**src/rtl/lc3_alu_issue_if.sv**
```systemverilog
// Instruction issue handshake between the fetch side and the LC-3 ALU issue stage.
interface lc3_alu_issue_if;
  logic        instr_valid;
  logic        instr_ready;
  logic [15:0] instr;

  modport master (output instr_valid, output instr, input instr_ready);
  modport slave  (input instr_valid, input instr, output instr_ready);
endinterface

```
**src/rtl/lc3_alu_issue.sv**
```systemverilog
// LC-3 decode/issue stage: decodes ADD/AND/NOT, drives the ALU execute stage
// and returns its registered result to writeback with NZP condition codes.
module lc3_alu_issue #(
  parameter logic [2:0] RESET_NZP = 3'b010
) (
  input  logic                clock,
  input  logic                reset,
  lc3_alu_issue_if.slave      ifc,
  output logic [2:0]          sr1_addr,
  output logic [2:0]          sr2_addr,
  input  logic [15:0]         sr1_data,
  input  logic [15:0]         sr2_data,
  output logic [15:0]         aluin1,
  output logic [15:0]         aluin2,
  output logic [1:0]          alu_control,
  output logic                enable_execute,
  input  logic [15:0]         aluout,
  input  logic                alucarry,
  output logic                wb_valid,
  output logic [2:0]          wb_dr,
  output logic [15:0]         wb_data,
  output logic                wb_carry,
  output logic [2:0]          wb_nzp,
  output logic [2:0]          cc_nzp,
  output logic                illegal
);

  localparam int unsigned DATA_W = 16;
  localparam int unsigned IMM_W  = 5;

  localparam logic [3:0] OP_ADD = 4'b0001;
  localparam logic [3:0] OP_AND = 4'b0101;
  localparam logic [3:0] OP_NOT = 4'b1001;

  localparam logic [1:0] CTL_ADD = 2'd0;
  localparam logic [1:0] CTL_AND = 2'd1;
  localparam logic [1:0] CTL_NOT = 2'd2;

  typedef enum logic [1:0] {
    IDLE   = 2'd0,
    DECODE = 2'd1,
    EXEC   = 2'd2,
    WB     = 2'd3
  } state_t;

  state_t              state;
  logic [DATA_W-1:0]   ir;
  logic [DATA_W-1:0]   imm_sext;
  logic [DATA_W-1:0]   operand2;

  assign imm_sext = {{(DATA_W-IMM_W){ir[IMM_W-1]}}, ir[IMM_W-1:0]};
  assign operand2 = ir[5] ? imm_sext : sr2_data;

  assign sr1_addr = ir[8:6];
  assign sr2_addr = ir[2:0];

  // The idle cycle that carries the illegal pulse is held off so a rejected
  // opcode still occupies three cycles from accept to the next ready.
  assign ifc.instr_ready = (state == IDLE) && !illegal;

  assign wb_valid = (state == WB);
  assign wb_dr    = ir[11:9];
  assign wb_data  = aluout;
  assign wb_carry = alucarry;
  assign wb_nzp   = aluout[DATA_W-1]      ? 3'b100 :
                    (aluout == '0)        ? 3'b010 : 3'b001;

  // Issue FSM with registered ALU-side outputs.
  always_ff @(posedge clock) begin
    if (reset) begin
      state          <= IDLE;
      ir             <= '0;
      aluin1         <= '0;
      aluin2         <= '0;
      alu_control    <= CTL_ADD;
      enable_execute <= 1'b0;
      illegal        <= 1'b0;
      cc_nzp         <= RESET_NZP;
    end else begin
      enable_execute <= 1'b0;
      illegal        <= 1'b0;
      case (state)
        IDLE: begin
          if (ifc.instr_valid && ifc.instr_ready) begin
            ir    <= ifc.instr;
            state <= DECODE;
          end
        end
        DECODE: begin
          case (ir[15:12])
            OP_ADD: begin
              alu_control    <= CTL_ADD;
              aluin1         <= sr1_data;
              aluin2         <= operand2;
              enable_execute <= 1'b1;
              state          <= EXEC;
            end
            OP_AND: begin
              alu_control    <= CTL_AND;
              aluin1         <= sr1_data;
              aluin2         <= operand2;
              enable_execute <= 1'b1;
              state          <= EXEC;
            end
            OP_NOT: begin
              alu_control    <= CTL_NOT;
              aluin1         <= sr1_data;
              aluin2         <= '0;
              enable_execute <= 1'b1;
              state          <= EXEC;
            end
            default: begin
              illegal <= 1'b1;
              state   <= IDLE;
            end
          endcase
        end
        EXEC: begin
          state <= WB;
        end
        WB: begin
          cc_nzp <= wb_nzp;
          state  <= IDLE;
        end
        default: begin
          state <= IDLE;
        end
      endcase
    end
  end

endmodule

```
**src/flat_wrapper.sv**
```systemverilog
// flat-port wrapper written by rule: the top's interface ports become plain ports
module lc3_alu_issue_flat 
#(
  parameter logic [2:0] RESET_NZP = 3'b010
)
  (clock, reset, sr1_addr, sr2_addr, sr1_data, sr2_data, aluin1, aluin2, alu_control, enable_execute, aluout, alucarry, wb_valid, wb_dr, wb_data, wb_carry, wb_nzp, cc_nzp, illegal, ifc_instr_valid, ifc_instr, ifc_instr_ready);
  lc3_alu_issue_if ifc_i ();
  input  logic clock;
  input  logic reset;
  output logic [2:0] sr1_addr;
  output logic [2:0] sr2_addr;
  input  logic [15:0] sr1_data;
  input  logic [15:0] sr2_data;
  output logic [15:0] aluin1;
  output logic [15:0] aluin2;
  output logic [1:0] alu_control;
  output logic enable_execute;
  input  logic [15:0] aluout;
  input  logic alucarry;
  output logic wb_valid;
  output logic [2:0] wb_dr;
  output logic [15:0] wb_data;
  output logic wb_carry;
  output logic [2:0] wb_nzp;
  output logic [2:0] cc_nzp;
  output logic illegal;
  input wire logic [$bits(ifc_i.instr_valid)-1:0] ifc_instr_valid;
  input wire logic [$bits(ifc_i.instr)-1:0] ifc_instr;
  output wire logic [$bits(ifc_i.instr_ready)-1:0] ifc_instr_ready;
  assign ifc_i.instr_valid = ifc_instr_valid;
  assign ifc_i.instr = ifc_instr;
  assign ifc_instr_ready = ifc_i.instr_ready;
  lc3_alu_issue #(.RESET_NZP(RESET_NZP)) u_core (.clock(clock), .reset(reset), .ifc(ifc_i), .sr1_addr(sr1_addr), .sr2_addr(sr2_addr), .sr1_data(sr1_data), .sr2_data(sr2_data), .aluin1(aluin1), .aluin2(aluin2), .alu_control(alu_control), .enable_execute(enable_execute), .aluout(aluout), .alucarry(alucarry), .wb_valid(wb_valid), .wb_dr(wb_dr), .wb_data(wb_data), .wb_carry(wb_carry), .wb_nzp(wb_nzp), .cc_nzp(cc_nzp), .illegal(illegal));
endmodule
```
**config.mk**
```make
export PLATFORM = sky130hd
export DESIGN_NAME = lc3_alu_issue_flat
export DESIGN_NICKNAME = d
export VERILOG_FILES = /design/src/rtl/lc3_alu_issue_if.sv /design/src/rtl/lc3_alu_issue.sv /design/src/flat_wrapper.sv
export SDC_FILE = /design/constraint.sdc
export NUM_CORES = 1
export LEC_CHECK = 0
export BUFFER_PORTS_ARGS = -buffer_cell sky130_fd_sc_hd__buf_2
export CAP_MARGIN = 20
export CORE_AREA = 2 2 84 86
export CTS_BUF_LIST = sky130_fd_sc_hd__clkbuf_8
export DETAILED_ROUTE_END_ITERATION = 10
export DIE_AREA = 0 0 86 88
export GPL_TIMING_DRIVEN = 0
export HOLD_SLACK_MARGIN = 0.15
export PLACE_DENSITY = 0.82
export SLEW_MARGIN = 20
export SYNTH_ARGS = -nofsm -noshare
export SYNTH_HDL_FRONTEND = slang
export SYNTH_SLANG_ARGS = --single-unit
```
**constraint.sdc**
```tcl
create_clock -name clock -period 1.7 [get_ports clock]
set_clock_uncertainty 0.2 [all_clocks]
set_input_delay 0.255 -clock clock [delete_from_list [all_inputs] [get_ports clock]]
set_output_delay 0.255 -clock clock [all_outputs]
set_load 0.03 [all_outputs]
```
==> results of run 1 <==
cell families (layout without fill, tap and decap cells):
logic type             Yosys count  in the layout  synth area share
AND/OR/NAND/NOR                 91             91             0.190
multiplexers                    16             16            0.0582
flip-flops                      57             57             0.415
buffers and inverters           63            265             0.140
AO/OA/AOI/OAI                   89             89             0.197
stage by stage:
step / instances / util / setup slack, ns
2_1_floorplan: 316 / - / 0.0466
3_3_place_gp: 531 / 0.531 / -0.0407
3_5_place_dp: 531 / 0.531 / -0.0612
4_1_cts: 595 / 0.642 / -0.00824
5_1_grt: 598 / 0.673 / -0.108
6_report: 598 / 0.673 / -0.0133
power groups by stage:
stage	combinational (W)	sequential (W)	clock (W)
final	0.000763	0.00141	0.00145
after floorplan	0.000381	0.00145	0
after detailed placement	0.000602	0.00143	0
after global routing	0.000819	0.00141	0.00155
after CTS	0.000708	0.00140	0.00147
after global placement	0.000593	0.00143	0
layout make-up:
cell class	count	area [sq um]
clock buffer	11	151
timing repair buffer	189	1200
buffer	59	419
fill	537	2170
multi-input combinational	196	1380
clock inverter	5	77.6
sequential	57	1140
inverter	1	3.75
tap	80	100
worst register-to-register path: cells and delay by family (launching register included):
family | cells | cell delay, ns
compound gates | 2 | 0.45
buf+inv | 2 | 0.41
simple gates | 1 | 0.21
flops | 1 | 0.32
path summary, 6_finish.rpt:
check                startpoint          endpoint  slack (ns)  cells after the start
setup reg to reg  u_core.ir[13]  u_core.aluin1[5]       -0.01                      5
hold / removal            reset      u_core.ir[2]        0.14                      2
setup / recovery  u_core.ir[13]  u_core.aluin1[5]       -0.01                      5
hold reg to reg   u_core.ir[10]     u_core.ir[10]        0.26                      2
what timing repair did:
item | CTS | global route
endpoints found under the setup margin | 41 | 49
hold endpoints to repair | 45 | 0
hold buffers | 46 | 0
buffers inserted | 2 | 5
pin swaps | 1 | 5
resized for setup | 17 | 55
gates cloned | 0 | 1
layout by cell type (no fill, tap or decap), drive strengths merged, types with 3 or more instances in the layout:
| master | instances |
|---|---|
| a21oi | 52 |
| nor4 | 4 |
| dlygate4sd3 | 46 |
| mux2i | 16 |
| nand4 | 16 |
| dfxtp | 57 |
| or4 | 16 |
| nor2 | 4 |
| clkbuf | 27 |
| nand2b | 3 |
| nand2 | 35 |
| buf | 186 |
| o31ai | 34 |
registers in the layout, summed over array words and instances (netlist names), named ones only:
name / count
u_core.ir: 16
u_core.aluin1: 16
u_core.enable_execute: 1
u_core.alu_control: 2
u_core.illegal: 1
u_core.cc_nzp: 3
u_core.state: 1
u_core.aluin2: 16
metal layers:
metal / wire length (um) / GRT usage / vias to the layer above
li1: - / - / 1530
met1: 3650 / 0.272 / 1437
met2: 4650 / 0.393 / 155
met3: 627 / 0.0575 / 35
met4: 299 / 0.118 / 0
met5: 0 / 0 / -
==> flow_metrics.env, run 1 <==
export IMPL_crit_family="compound AO/OA/AOI/OAI gates"
export IMPL_cts_buffers=9
export IMPL_wl_per_cell_um=15.4
export IMPL_fmax_mhz=584
export IMPL_worstPathCellList="nand2b_2 -> buf_4 -> buf_2 -> o31ai_1 -> a21oi_1"
export IMPL_syn_to_final_growth_pct=62.4
export IMPL_violations="negative setup slack"
export IMPL_hold_violations=0
export IMPL_die_area_sq_mm=0.00757
export IMPL_ys_ff_latch=57
export IMPL_die_y_um=88
export IMPL_tritoncts="built"
export IMPL_cp_start_kind="flop"
export IMPL_grt_pass1_vias=3123
export IMPL_netlist_instances=316
export IMPL_remaining_drc_errors=0
export IMPL_antenna_found_initial=0
export IMPL_vias=3157
export IMPL_ys_types=29
export IMPL_cts_max_path_buffers=2
export IMPL_yosysWarningCount=0
export IMPL_htreeDepth=3
export IMPL_drv_cap=0
export IMPL_p_sw_frac=0.276
export IMPL_synth_largest_area_cell="dfxtp_1"
export IMPL_clkLatencyLatePin_ns=0.33
export IMPL_pwr_share_clk=0.401
export IMPL_design_final_nets=581
export IMPL_max_stage_delay_ns=0.34
export IMPL_synth_ff_type="dfxtp_1"
export IMPL_synth_nets=384
export IMPL_coreArea_sq_mm=0.00664
export IMPL_syn_avg_cell_area_sq_um=8.71
export IMPL_crit_type="flop to flop"
export IMPL_worst_slew_pin_slew_ns=0.601
export IMPL_placed_cell_area_sq_mm=0.00353
export IMPL_slew_headroom=0.599
export IMPL_drive_gt1_frac=0.459
export IMPL_tns_ns=-0.0133
export IMPL_p_seq_frac=0.388
export IMPL_worstPathRequired_ns=1.70
export IMPL_drt_iter0_drc=179
export IMPL_cp_slowest_cell="o31ai_1"
export IMPL_setup_ws_ns=-0.0133
export IMPL_crit_buf_inv=2
export IMPL_io_buffers=135
export IMPL_pwr_density_cell_mw_per_mm2=809
export IMPL_diodes=0
export IMPL_io_pins=138
export IMPL_design_area_sq_mm=0.00447
export IMPL_status="finished with violations"
export IMPL_synth_area_sq_mm=0.00275
export IMPL_gp_congestion=0.769
export IMPL_start_util=0.414
export IMPL_post_route_period_util=1.01
export IMPL_hold_worst_slack_ns=0.140
export IMPL_setup_violations=1
export IMPL_worst_endpoint_arrival_ns=1.71
export IMPL_cp_max_fo=10
export IMPL_grt_max_degree=11
export IMPL_grt_pass1_wl_mm=13.9
export IMPL_gr_total_overflow=0
export IMPL_hp_class="primary input to flop"
export IMPL_vdd_ir_drop_worst_mv=0.489
export IMPL_yosysTopAreaCellShare=0.415
export IMPL_vias_per_cell=5.28
export IMPL_synth_commonest_cells="57 x dfxtp_1, 52 x a21oi_1, 35 x nand2_1, 34 x o31ai_1, 29 x buf_4"
export IMPL_p_sw_w=0.000998
export IMPL_period_needed_ns=1.71
export IMPL_clk_pin_slew_ns=0.07
export IMPL_leakage_nw=1.94
export IMPL_dp_hpwl_mm=5.82
export IMPL_comb_power_share=0.211
export IMPL_yosysSeqAreaShare=0.415
export IMPL_ant_nets=0
export IMPL_synth_most_common_cell="dfxtp_1"
export IMPL_p_int_w=0.00262
export IMPL_drt_total_wl_mm=9.23
export IMPL_async_reset_ff_frac=0
export IMPL_critPathCaptureType="flop"
export IMPL_finalPower_w=0.00362
export IMPL_clock_sinks=57
export IMPL_synth_edff_count=0
export IMPL_yosys_top_cells_area="dfxtp_1 41%, a21oi_1 9.5%, o31ai_1 9.3%"
export IMPL_rows=30
export IMPL_cts_root_buf="clkbuf_8"
export IMPL_slew_viol_final=0
export IMPL_grtUsageTotal=0.232
export IMPL_dr_pass1_iters=5
export IMPL_die_x_um=86
Power figures use the tool's default switching activity.
==> run 2: changes to the inputs <==
--- a/config.mk
+++ b/config.mk
@@ -7,13 +7,13 @@
 export LEC_CHECK = 0
 export BUFFER_PORTS_ARGS = -buffer_cell sky130_fd_sc_hd__buf_2
 export CAP_MARGIN = 20
-export CORE_AREA = 2 2 84 86
+export CORE_AREA = 2 2 77 79
 export CTS_BUF_LIST = sky130_fd_sc_hd__clkbuf_8
 export DETAILED_ROUTE_END_ITERATION = 10
-export DIE_AREA = 0 0 86 88
+export DIE_AREA = 0 0 79 81
 export GPL_TIMING_DRIVEN = 0
 export HOLD_SLACK_MARGIN = 0.15
-export PLACE_DENSITY = 0.82
+export PLACE_DENSITY = 0.91
 export SLEW_MARGIN = 20
 export SYNTH_ARGS = -nofsm -noshare
 export SYNTH_HDL_FRONTEND = slang
==> constraint.sdc (replaced) <==
create_clock -name clock -period 2.2 [get_ports clock]
set_clock_uncertainty 0.2 [all_clocks]
set_input_delay 0.33 -clock clock [delete_from_list [all_inputs] [get_ports clock]]
set_output_delay 0.33 -clock clock [all_outputs]
set_load 0.03 [all_outputs]
==> run 2 against run 1 <==
  * The run now ends clean
  * Combinational power is 32% lower
  * Die area is 15% lower
  * Sequential power is 23% lower
  * Count of clock-buffer cells in the layout is 1 lower
  * Critical endpoint is now u_core.aluin1[6]
  * Critical path type unchanged
  * Wire length is 6.0% lower
  * Non-clock buffer count is 18 lower
==> flow_metrics.env, run 2 (synthesized netlist as in run 1, its figures left out) <==
export IMPL_worstPathCellList="and2_1 -> clkbuf_1 -> clkbuf_1 -> o31ai_1 -> a21oi_1"
export IMPL_grt_pass1_vias=2979
export IMPL_slew_viol_final=0
export IMPL_drt_iter0_drc=178
export IMPL_setup_violations=0
export IMPL_diodes=0
export IMPL_grt_pass1_wl_mm=13.4
export IMPL_cts_max_path_buffers=2
export IMPL_htreeDepth=3
export IMPL_period_needed_ns=1.87
export IMPL_status="completed"
export IMPL_fin_cells=575
export IMPL_post_place_ws_ns=0.358
export IMPL_placed_cell_area_sq_mm=0.00352
export IMPL_hp_class="primary input to flop"
export IMPL_syn_to_final_growth_pct=46.8
export IMPL_slew_headroom=0.619
export IMPL_die_area_sq_mm=0.00640
export IMPL_cp_slowest_cell="clkbuf_1"
export IMPL_drt_total_wl_mm=8.68
export IMPL_multi_input_area_sq_mm=0.00123
export IMPL_dp_hpwl_mm=6.00
export IMPL_hold_violations=0
export IMPL_dr_pass1_iters=5
export IMPL_tritoncts="built"
export IMPL_fill_cells=461
export IMPL_seq_area_sq_mm=0.00114
export IMPL_final_cell_mix="143 x buf_2, 57 x dfxtp_1, 52 x a21oi_1, 35 x nand2_1, 34 x o31ai_1"
export IMPL_cts_setup_buffers=0
export IMPL_design_area_sq_mm=0.00404
export IMPL_io_pins=138
export IMPL_wl_per_cell_um=15.1
export IMPL_gr_total_overflow=0
export IMPL_pwr_density_cell_mw_per_mm2=628
export IMPL_rsz0062_at_grt="no"
export IMPL_remaining_drc_errors=0
export IMPL_crit_type="flop to flop"
export IMPL_reg_top3="u_core.aluin1 x16, u_core.aluin2 x16, u_core.ir x16"
export IMPL_worst_endpoint_arrival_ns=1.91
export IMPL_gp_congestion=0.834
export IMPL_design_final_nets=563
export IMPL_antenna_found_initial=0
export IMPL_io_buffers=135
export IMPL_tns_ns=0
export IMPL_grt_max_degree=11
export IMPL_leakage_nw=1.80
export IMPL_clkLatencyLatePin_ns=0.32
export IMPL_dp_cells=526
export IMPL_coreArea_sq_mm=0.00568
export IMPL_grtUsageTotal=0.266
export IMPL_vias=3100
export IMPL_hold_buffers=33
export IMPL_rows=28
export IMPL_cp_start_kind="flop"
export IMPL_setup_ws_ns=0.328
export IMPL_vias_per_cell=5.39
export IMPL_clock_sinks=57
export IMPL_fmax_mhz=534
export IMPL_vdd_ir_drop_worst_mv=0.395
export IMPL_start_util=0.485
export IMPL_cp_max_fo=10
export IMPL_layout_commonest_cell="buf_2"
export IMPL_worstPathRequired_ns=2.24
export IMPL_cts_resized_gates=0
export IMPL_finalPower_w=0.00254
export IMPL_critPathCaptureType="flop"
export IMPL_cts_root_buf="clkbuf_8"
export IMPL_post_route_period_util=0.851
export IMPL_clk_pin_slew_ns=0.07
export IMPL_cp_common_cell="clkbuf_1"
export IMPL_cts_buffers=9
export IMPL_drv_cap=0
export IMPL_drive_gt1_frac=0.382
export IMPL_max_stage_delay_ns=0.41
export IMPL_worst_slew_pin_slew_ns=0.571
export IMPL_die_x_um=79
export IMPL_die_y_um=81
export IMPL_ant_nets=0
[run 2: cell types whose count changed in the layout (fill, tap and decap cells not counted), moves of 3 or more]
cell	before	now
o31ai_1	19	34
clkbuf_4	4	0
o31ai_4	4	0
buf_4	39	29
clkbuf_1	9	19
dlygate4sd3_1	46	33
clkbuf_2	3	0
buf_2	140	143
o31ai_2	11	0
inv_1	1	4
[run 2: final timing paths]
| kind | from | to | slack (ns) | depth (start not counted) |
|---|---|---|---|---|
| min reg2reg | u_core.ir[3] | u_core.ir[3] | 0.25 | 2 |
| min | aluout[15] | u_core.cc_nzp[1] | 0.20 | 3 |
| max | u_core.ir[14] | u_core.aluin1[6] | 0.33 | 5 |
| max reg2reg | u_core.ir[14] | u_core.aluin1[6] | 0.33 | 5 |
[run 2: layer usage]
layer | global-route usage | routed length, um | vias to the layer above | share of wire
met5 | 0 | 0 | - | 0
met4 | 0.121 | 112 | 0 | 0.013
met3 | 0.0700 | 585 | 12 | 0.067
met2 | 0.486 | 4460 | 127 | 0.51
met1 | 0.290 | 3520 | 1471 | 0.41
li1 | - | - | 1490 | -
[run 2: through the flow]
step           utilization  hold WS [ns]
3_3_place_gp         0.621         0.242
2_1_floorplan            -         0.235
5_1_grt              0.712         0.218
3_5_place_dp         0.621         0.247
4_1_cts              0.712         0.186
6_report             0.712         0.196
[run 2: worst max-delay path: cells and delay by family (launching register included)]
family | cells | cell delay [ns]
buffers and inverters | 2 | 0.71
AOI/OAI and AO/OA | 2 | 0.32
DFF | 1 | 0.40
and+or+nand+nor | 1 | 0.15
[run 2: power by group]
part | switching, W | internal [W] | total [W]
clock network | 0.000399 | 0.000538 | 0.000937
registers | 0.0000195 | 0.00106 | 0.00108
logic | 0.000298 | 0.000219 | 0.000517
[run 2: final cells by class]
cell class | count | area share
Clock inverter | 6 | 0.0127
Buffer | 62 | 0.0944
Clock buffer | 10 | 0.0341
Inverter | 1 | 0.000929
Multi-Input combinational cell | 196 | 0.303
Tap cell | 75 | 0.0232
Timing Repair Buffer | 168 | 0.249
Sequential cell | 57 | 0.282
